--- config.mk ---
export PLATFORM = sky130hd
export DESIGN_NAME = qcs_nhtp_rd_seq
export DESIGN_NICKNAME = d
export VERILOG_FILES = /design/src/rtl/qcs_nhtp_pkg.sv /design/src/rtl/qcs_nhtp_addr_ctr.sv /design/src/rtl/qcs_nhtp_rd_seq.sv
export SDC_FILE = /design/constraint.sdc
export NUM_CORES = 1
export LEC_CHECK = 0
export ABC_CLOCK_PERIOD_IN_PS = 2400
export CAP_MARGIN = 15
export CORE_UTILIZATION = 35
export DETAILED_ROUTE_END_ITERATION = 10
export SYNTH_ARGS = -nofsm -noshare
export SYNTH_HDL_FRONTEND = slang
export SYNTH_SLANG_ARGS = --single-unit
--- constraint.sdc ---
create_clock -name clk -period 2.4 [get_ports clk]
set_clock_uncertainty 0.05 [all_clocks]
set_input_delay 0.72 -clock clk [delete_from_list [all_inputs] [get_ports clk]]
set_output_delay 0.72 -clock clk [all_outputs]
set_load 0.02 [all_outputs]
--- src/rtl/qcs_nhtp_pkg.sv ---
// Shared types and constants for the non-HT preamble read sequencer.
// Latency: none (types, constants and a pure function only).
// Backpressure: not applicable.
package qcs_nhtp_pkg;

  localparam int ADDR_W   = 10;
  localparam int BW_W     = 2;
  localparam int SYM_LEN  = 64;
  localparam int STF_SYMS = 2;
  localparam int LTF_SYMS = 2;

  // Symbol counter only needs to reach the larger of the two repetition counts.
  localparam int SYMS_MAX  = (STF_SYMS > LTF_SYMS) ? STF_SYMS : LTF_SYMS;
  localparam int SYM_CNT_W = (SYMS_MAX > 1) ? $clog2(SYMS_MAX) : 1;

  localparam logic [ADDR_W-1:0] STF_BASE = '0;
  localparam logic [ADDR_W-1:0] LTF_BASE = ADDR_W'(512);

  typedef enum logic [BW_W-1:0] {
    BW_20  = 2'd0,
    BW_40  = 2'd1,
    BW_80  = 2'd2,
    BW_160 = 2'd3
  } bw_e;

  typedef enum logic [1:0] {
    IDLE = 2'd0,
    STF  = 2'd1,
    LTF  = 2'd2,
    DONE = 2'd3
  } seq_state_e;

  // Samples per symbol at the given bandwidth: 64/128/256/512.
  function automatic logic [ADDR_W-1:0] sym_len(input bw_e bw);
    return ADDR_W'(SYM_LEN) << bw;
  endfunction

endpackage

--- src/rtl/qcs_nhtp_addr_ctr.sv ---
// Sample index and symbol counter for one preamble region (STF or LTF).
// Latency: flags and next index are combinational from the registered counters.
// Backpressure: counters hold whenever i_adv is low (downstream stall).
module qcs_nhtp_addr_ctr
  import qcs_nhtp_pkg::*;
(
  input  logic                 clk,
  input  logic                 reset,
  input  logic                 i_clr,
  input  logic                 i_adv,
  input  logic [ADDR_W-1:0]    i_sym_len_m1,
  input  logic [SYM_CNT_W-1:0] i_syms_m1,
  output logic [ADDR_W-1:0]    o_idx_nxt,
  output logic                 o_wrap,
  output logic                 o_last_sym
);

  logic [ADDR_W-1:0]    r_idx;
  logic [SYM_CNT_W-1:0] r_sym;
  logic                 w_wrap;
  logic                 w_last_sym;

  assign w_wrap     = (r_idx == i_sym_len_m1);
  assign w_last_sym = (r_sym == i_syms_m1);
  assign o_wrap     = w_wrap;
  assign o_last_sym = w_last_sym;
  assign o_idx_nxt  = w_wrap ? '0 : (r_idx + ADDR_W'(1));

  // Step the sample index each accepted read; the symbol counter steps on a
  // wrap and folds back to 0 after the last symbol so the next region starts clean.
  always_ff @(posedge clk or posedge reset) begin
    if (reset) begin
      r_idx <= '0;
      r_sym <= '0;
    end else if (i_clr) begin
      r_idx <= '0;
      r_sym <= '0;
    end else if (i_adv) begin
      r_idx <= o_idx_nxt;
      if (w_wrap) begin
        r_sym <= w_last_sym ? '0 : (r_sym + SYM_CNT_W'(1));
      end
    end
  end

endmodule

--- src/rtl/qcs_nhtp_rd_seq.sv ---
// Walks the non-HT preamble ROM (STF symbols then LTF symbols) feeding the preamble generator.
// Latency: start sampled at edge N gives the first read (addr 0) in cycle N+1; one read per cycle after.
// Backpressure: rd_stall drops nhtp_re next cycle and freezes address/counters until it clears.
module qcs_nhtp_rd_seq
  import qcs_nhtp_pkg::*;
(
  input  logic              clk,
  input  logic              reset,
  input  logic              start,
  input  logic              abort,
  input  logic [BW_W-1:0]   txconfig_bw,
  input  logic [BW_W-1:0]   sys_bw_mode,
  input  logic              rd_stall,
  output logic [ADDR_W-1:0] nhtp_raddr,
  output logic              nhtp_re,
  output logic              nhtp_ltf,
  output logic              busy,
  output logic              done,
  output logic              cfg_err
);

  seq_state_e          r_state;
  seq_state_e          w_state_nxt;
  bw_e                 r_bw;
  logic [ADDR_W-1:0]   r_raddr;
  logic                r_re;
  logic                r_ltf;
  logic                r_busy;
  logic                r_done;
  logic                r_cfg_err;

  logic [ADDR_W-1:0]    w_raddr_nxt;
  logic                 w_re_nxt;
  logic                 w_ltf_nxt;
  logic                 w_busy_nxt;
  logic                 w_done_nxt;
  logic                 w_cfg_err_nxt;
  logic                 w_bw_ld;
  logic                 w_ctr_clr;
  logic                 w_ctr_adv;
  logic [ADDR_W-1:0]    w_sym_len_m1;
  logic [SYM_CNT_W-1:0] w_syms_m1;
  logic [ADDR_W-1:0]    w_idx_nxt;
  logic                 w_wrap;
  logic                 w_last_sym;
  logic                 w_phase_end;

  assign w_sym_len_m1 = sym_len(r_bw) - ADDR_W'(1);
  assign w_syms_m1    = (r_state == LTF) ? SYM_CNT_W'(LTF_SYMS - 1) : SYM_CNT_W'(STF_SYMS - 1);
  assign w_phase_end  = w_wrap && w_last_sym;

  qcs_nhtp_addr_ctr u_addr_ctr (
    .clk          (clk),
    .reset        (reset),
    .i_clr        (w_ctr_clr),
    .i_adv        (w_ctr_adv),
    .i_sym_len_m1 (w_sym_len_m1),
    .i_syms_m1    (w_syms_m1),
    .o_idx_nxt    (w_idx_nxt),
    .o_wrap       (w_wrap),
    .o_last_sym   (w_last_sym)
  );

  // Bandwidth is captured only on an accepted start so mid-sequence config changes are harmless.
  always_ff @(posedge clk or posedge reset) begin
    if (reset) begin
      r_bw <= BW_20;
    end else if (w_bw_ld) begin
      r_bw <= bw_e'(txconfig_bw);
    end
  end

  // State and all outputs are registered together; the outputs describe the read issued this cycle.
  always_ff @(posedge clk or posedge reset) begin
    if (reset) begin
      r_state   <= IDLE;
      r_raddr   <= '0;
      r_re      <= 1'b0;
      r_ltf     <= 1'b0;
      r_busy    <= 1'b0;
      r_done    <= 1'b0;
      r_cfg_err <= 1'b0;
    end else begin
      r_state   <= w_state_nxt;
      r_raddr   <= w_raddr_nxt;
      r_re      <= w_re_nxt;
      r_ltf     <= w_ltf_nxt;
      r_busy    <= w_busy_nxt;
      r_done    <= w_done_nxt;
      r_cfg_err <= w_cfg_err_nxt;
    end
  end

  // Next-state and next-output decode; abort outranks stall and start, a stall holds everything.
  always_comb begin
    w_state_nxt   = r_state;
    w_raddr_nxt   = r_raddr;
    w_re_nxt      = 1'b0;
    w_ltf_nxt     = r_ltf;
    w_busy_nxt    = r_busy;
    w_done_nxt    = 1'b0;
    w_cfg_err_nxt = 1'b0;
    w_bw_ld       = 1'b0;
    w_ctr_clr     = 1'b0;
    w_ctr_adv     = 1'b0;

    case (r_state)
      IDLE: begin
        if (start && !abort) begin
          if (txconfig_bw <= sys_bw_mode) begin
            w_state_nxt = STF;
            w_bw_ld     = 1'b1;
            w_ctr_clr   = 1'b1;
            w_raddr_nxt = STF_BASE;
            w_re_nxt    = 1'b1;
            w_ltf_nxt   = 1'b0;
            w_busy_nxt  = 1'b1;
          end else begin
            w_cfg_err_nxt = 1'b1;
          end
        end
      end

      STF, LTF: begin
        if (abort) begin
          w_state_nxt = IDLE;
          w_ctr_clr   = 1'b1;
          w_raddr_nxt = STF_BASE;
          w_ltf_nxt   = 1'b0;
          w_busy_nxt  = 1'b0;
        end else if (!rd_stall) begin
          w_ctr_adv = 1'b1;
          if (w_phase_end && (r_state == LTF)) begin
            // Last LTF read has gone out: report completion.
            w_state_nxt = DONE;
            w_raddr_nxt = STF_BASE;
            w_ltf_nxt   = 1'b0;
            w_busy_nxt  = 1'b0;
            w_done_nxt  = 1'b1;
          end else if (w_phase_end) begin
            // Seamless hop into the LTF region; the index has wrapped to 0.
            w_state_nxt = LTF;
            w_raddr_nxt = LTF_BASE + w_idx_nxt;
            w_ltf_nxt   = 1'b1;
            w_re_nxt    = 1'b1;
          end else begin
            w_raddr_nxt = ((r_state == LTF) ? LTF_BASE : STF_BASE) + w_idx_nxt;
            w_re_nxt    = 1'b1;
          end
        end
      end

      DONE: begin
        w_state_nxt = IDLE;
        w_ctr_clr   = 1'b1;
      end

      default: begin
        w_state_nxt = IDLE;
        w_ctr_clr   = 1'b1;
      end
    endcase
  end

  assign nhtp_raddr = r_raddr;
  assign nhtp_re    = r_re;
  assign nhtp_ltf   = r_ltf;
  assign busy       = r_busy;
  assign done       = r_done;
  assign cfg_err    = r_cfg_err;

endmodule

==> metrics.md <==
| Metric | Value |
|---|---|
| Standard cell with the maximum stage delay on the critical path | `sky130_fd_sc_hd__clkdlybuf4s50_1` |
| Number of placed instances with taps included | `290` |
| Number of optimization iterations in the first detailed-route pass | `4` |
| CP Data Arrival Time | `2.37 ns` |
| Nature of the critical path endpoint | `flip-flop` |
| CORE AREA | `4790 µm²` |
| Register clock-pin slew on the reported worst setup and hold paths | `0.07 ns` |
| Number of CTS-inserted buffers | `5` |
| Hold_buf cts | `0` |
| Final critical-path required period | `2.26 ns` |
| Detailed-route wire length per cell | `13.9 µm` |
| Startpoint kind of the worst setup timing path | `input pin` |
| Final Max Tran Viols | `0` |
| Grt ovf | `0` |
| Setup repair after global routing missed its margin | `false` |
| Most common flop cell mapped by yosys | `sky130_fd_sc_hd__dfrtp_1` |
| Share of flip-flops with an asynchronous set or reset | `1.00` |
| Max Clock Freq | `443 MHz` |
| Drt total wl | `4150 µm` |
| Syn_nets | `201` |
| Mean number of vias per cell | `5.03` |
| Required time worst endpoint | `2.52 ns` |
| Transition time at the pin with the least slew margin | `0.404 ns` |
| Final setup violation count | `0` |
| Clk_lat worst skew | `0.28 ns` |
| Top cell type's share of synthesized area | `0.428` |
| CTS HTree Levels | `2` |
| DR DRC count | `0` |
| RePlAce Congestion | `0.852` |
| First-pass GRT wire length | `6890 µm` |
| Leakage power summed over all cells | `1.02 nW` |
| Average instance area after synthesis | `9.53 µm²` |
| Input/output buffers | `23` |
| Post-synthesis to final-layout area growth | `31.8%` |
| Fin crit share | `0.940` |
| Ordered cell list for the critical path | `clkdlybuf4s50_1, ha_1, nor2b_4, o211ai_1, buf_4, o211ai_1, buf_4, a32oi_1, nand3_1` |
| Drt first-iter violations | `107` |
| Most common cell after layout, fill and taps aside | `sky130_fd_sc_hd__dfrtp_1` |
| # nets final | `248` |
| Clock sinks | `30` |
| Sequential element share of the synthesized area | `0.428` |
| Type of the worst setup path | `input pin to flip-flop` |
| Fill cell count | `466` |
| Global router's overall resource usage | `0.173` |
| Cell taking the most area after synthesis | `sky130_fd_sc_hd__dfrtp_1` |
| Height of the die | `72.8 µm` |
| Number of buffers added for setup after CTS | `0` |
| Layout cell share with drive strength beyond 1 | `0.207` |
| Clock Tree Root | `sky130_fd_sc_hd__clkbuf_8` |
| Detailed placement HPWL | `3060 µm` |
| Number of synthesized register bits | `30` |
| Worst-case headroom to the max-slew limit | `0.728` |
| Non-filler instance count after layout | `299` |
| Commonest cells after routing, fill and taps aside | `30 x sky130_fd_sc_hd__dfrtp_1, 22 x sky130_fd_sc_hd__buf_4, 20 x sky130_fd_sc_hd__clkdlybuf4s50_1` |
| Number of hold-slack violations in the final timing report | `0` |
| Area of the die | `5300 µm²` |
| Number of nets with antenna violations after detailed routing | `0` |
| Antenna violations before repair | `0` |
| Yosys synthesis warning count | `0` |
| Post-synthesis instance area | `1750 µm²` |
| Power density relative to cell area | `898 nW/µm²` |
| Count of flip-flops with a built-in enable after synthesis | `0` |
| Worst hold margin | `0.432 ns` |
| Ranking of synthesized cells by area | `sky130_fd_sc_hd__dfrtp_1 43%, sky130_fd_sc_hd__ha_1 5.7%, sky130_fd_sc_hd__o21ai_0 4.6%` |
| Delay contributed by the slowest stage of the critical path | `0.46 ns` |
| Top Ports | `24` |
| Number of core rows | `25` |
| Path category of the worst min-delay check | `flip-flop to flip-flop` |
| Detailed-route via count | `1503` |
| Number of buffers between clock root and the deepest sink | `2` |
| Maximum VDD drop | `309 µV` |
| Number of global-route vias before repair | `1435` |
| Horiz. Die Dim | `72.8 µm` |
| Initial Util | `0.366` |
| ANT cells | `0` |
| Number of distinct library cells after synthesis | `48` |
| Number of violations of the max-capacitance limit | `0` |
| Maximum number of pins on one net before global-route repair | `31` |
| TritonCTS clock tree | `built` |
| Outcome | `completed` |
| Max Fanout on Critical Path | `7` |
| Post-synthesis instance total | `184` |
==> synthesized netlist by cell type, types with 2 or more instances <==
cell	count
sky130_fd_sc_hd__o31ai_1	3
sky130_fd_sc_hd__nand2b_1	2
sky130_fd_sc_hd__dfrtp_1	30
sky130_fd_sc_hd__xnor2_1	7
sky130_fd_sc_hd__inv_1	11
sky130_fd_sc_hd__o211ai_1	2
sky130_fd_sc_hd__nor2_1	15
sky130_fd_sc_hd__o21ai_0	16
sky130_fd_sc_hd__a31oi_1	2
sky130_fd_sc_hd__nor2b_1	3
sky130_fd_sc_hd__mux2i_1	2
sky130_fd_sc_hd__a22oi_1	2
sky130_fd_sc_hd__clkbuf_1	3
sky130_fd_sc_hd__nand4_1	3
sky130_fd_sc_hd__a32o_1	2
sky130_fd_sc_hd__buf_6	2
sky130_fd_sc_hd__nand3_1	7
sky130_fd_sc_hd__nor3_1	2
sky130_fd_sc_hd__mux2_2	2
sky130_fd_sc_hd__xor2_1	5
sky130_fd_sc_hd__a31o_2	2
sky130_fd_sc_hd__nand2_1	18
sky130_fd_sc_hd__ha_1	8
sky130_fd_sc_hd__a2111oi_0	2
sky130_fd_sc_hd__a21oi_1	10
==> critical path: cells and delay by family <==
| family | cells | cell delay, ns |
|---|---|---|
| AOI/OAI and AO/OA | 3 | 0.50 |
| adders and majority gates | 1 | 0.18 |
| buffers and inverters | 3 | 0.82 |
| and+or+nand+nor | 2 | 0.14 |
==> flip-flops by register name, summed over array words and instances (netlist names) <==
name              cells
u_addr_ctr.r_sym      1
nhtp_re               1
nhtp_raddr           10
r_state               2
done                  1
nhtp_ltf              1
u_addr_ctr.r_idx     10
r_bw                  2
cfg_err               1
busy                  1
==> path summary, 6_finish.rpt <==
check                      slack (ns)                            start                         to  cells after the start
max                              0.14                   sys_bw_mode[0]  nhtp_raddr[9]$_DFFE_PP0P_                      9
min                              0.43        nhtp_raddr[2]$_DFFE_PP0P_  nhtp_raddr[2]$_DFFE_PP0P_                      2
max reg2reg                      0.33  u_addr_ctr.r_idx[8]$_DFFE_PP0P_  nhtp_raddr[9]$_DFFE_PP0P_                      6
min reg2reg                      0.43        nhtp_raddr[2]$_DFFE_PP0P_  nhtp_raddr[2]$_DFFE_PP0P_                      2
max in group asynchronous        1.26                            reset  nhtp_raddr[1]$_DFFE_PP0P_                      3
min in group asynchronous        0.76                            reset          cfg_err$_DFF_PP0_                      3
==> power by group <==
part / total (W) / internal (W) / switching, W / leakage [nW]
Clock: 0.000427 / 0.000231 / 0.000195 / 0.0482
Sequential: 0.000663 / 0.000590 / 0.0000727 / 0.407
Combinational: 0.000984 / 0.000430 / 0.000554 / 0.570
Total: 0.00207 / 0.00125 / 0.000822 / 1.02
==> per-layer routing <==
layer,share of wire,vias up,GRT usage
li1,-,748,-
met1,0.49,714,0.246
met2,0.46,37,0.263
met5,0,-,0
met4,0.012,0,0.0523
met3,0.035,4,0.0373
==> stage by stage <==
step | utilization | setup TNS, ns | instance area [µm²] | total power, W | worst slack, ns
CTS | 0.480 | 0 | 2300 | 0.00206 | 0.00491
global placement | 0.456 | -5.67 | 2180 | 0.00161 | -0.377
global route | 0.483 | 0 | 2310 | 0.00222 | 0.0535
detailed placement | 0.456 | -6.32 | 2180 | 0.00162 | -0.384
finish | 0.483 | 0 | 2310 | 0.00207 | 0.145
floorplan | - | 0 | 1750 | 0.00127 | 0.0697
==> area by class of cell <==
cell class              instances  area, µm²  area share
multi-input cells             137        938       0.406
flip-flops and latches         30        751       0.325
repair buffers                 46        404       0.175
clock buffers                   7       86.3      0.0374
well taps                      67       83.8      0.0363
inverters                      11       41.3      0.0179
clock inverters                 1       5.00     0.00217
==> cell families after synthesis <==
kind of cell / Yosys count / share of synthesized area
xor gates and xnor gates: 12 / 0.0600
and+or+nand+nor: 64 / 0.193
buffers and inverters: 17 / 0.0514
DFF: 30 / 0.428
AOI/OAI and AO/OA: 49 / 0.186
adders and majority gates: 8 / 0.0571
muxes: 4 / 0.0243
==> what timing repair did <==
action                     in CTS  in global routing
gates resized for setup         5                  8
setup endpoints to repair       5                 15
pin swaps                       1                  3
cloned                          0                  1
(Power assumes the default switching activity.)
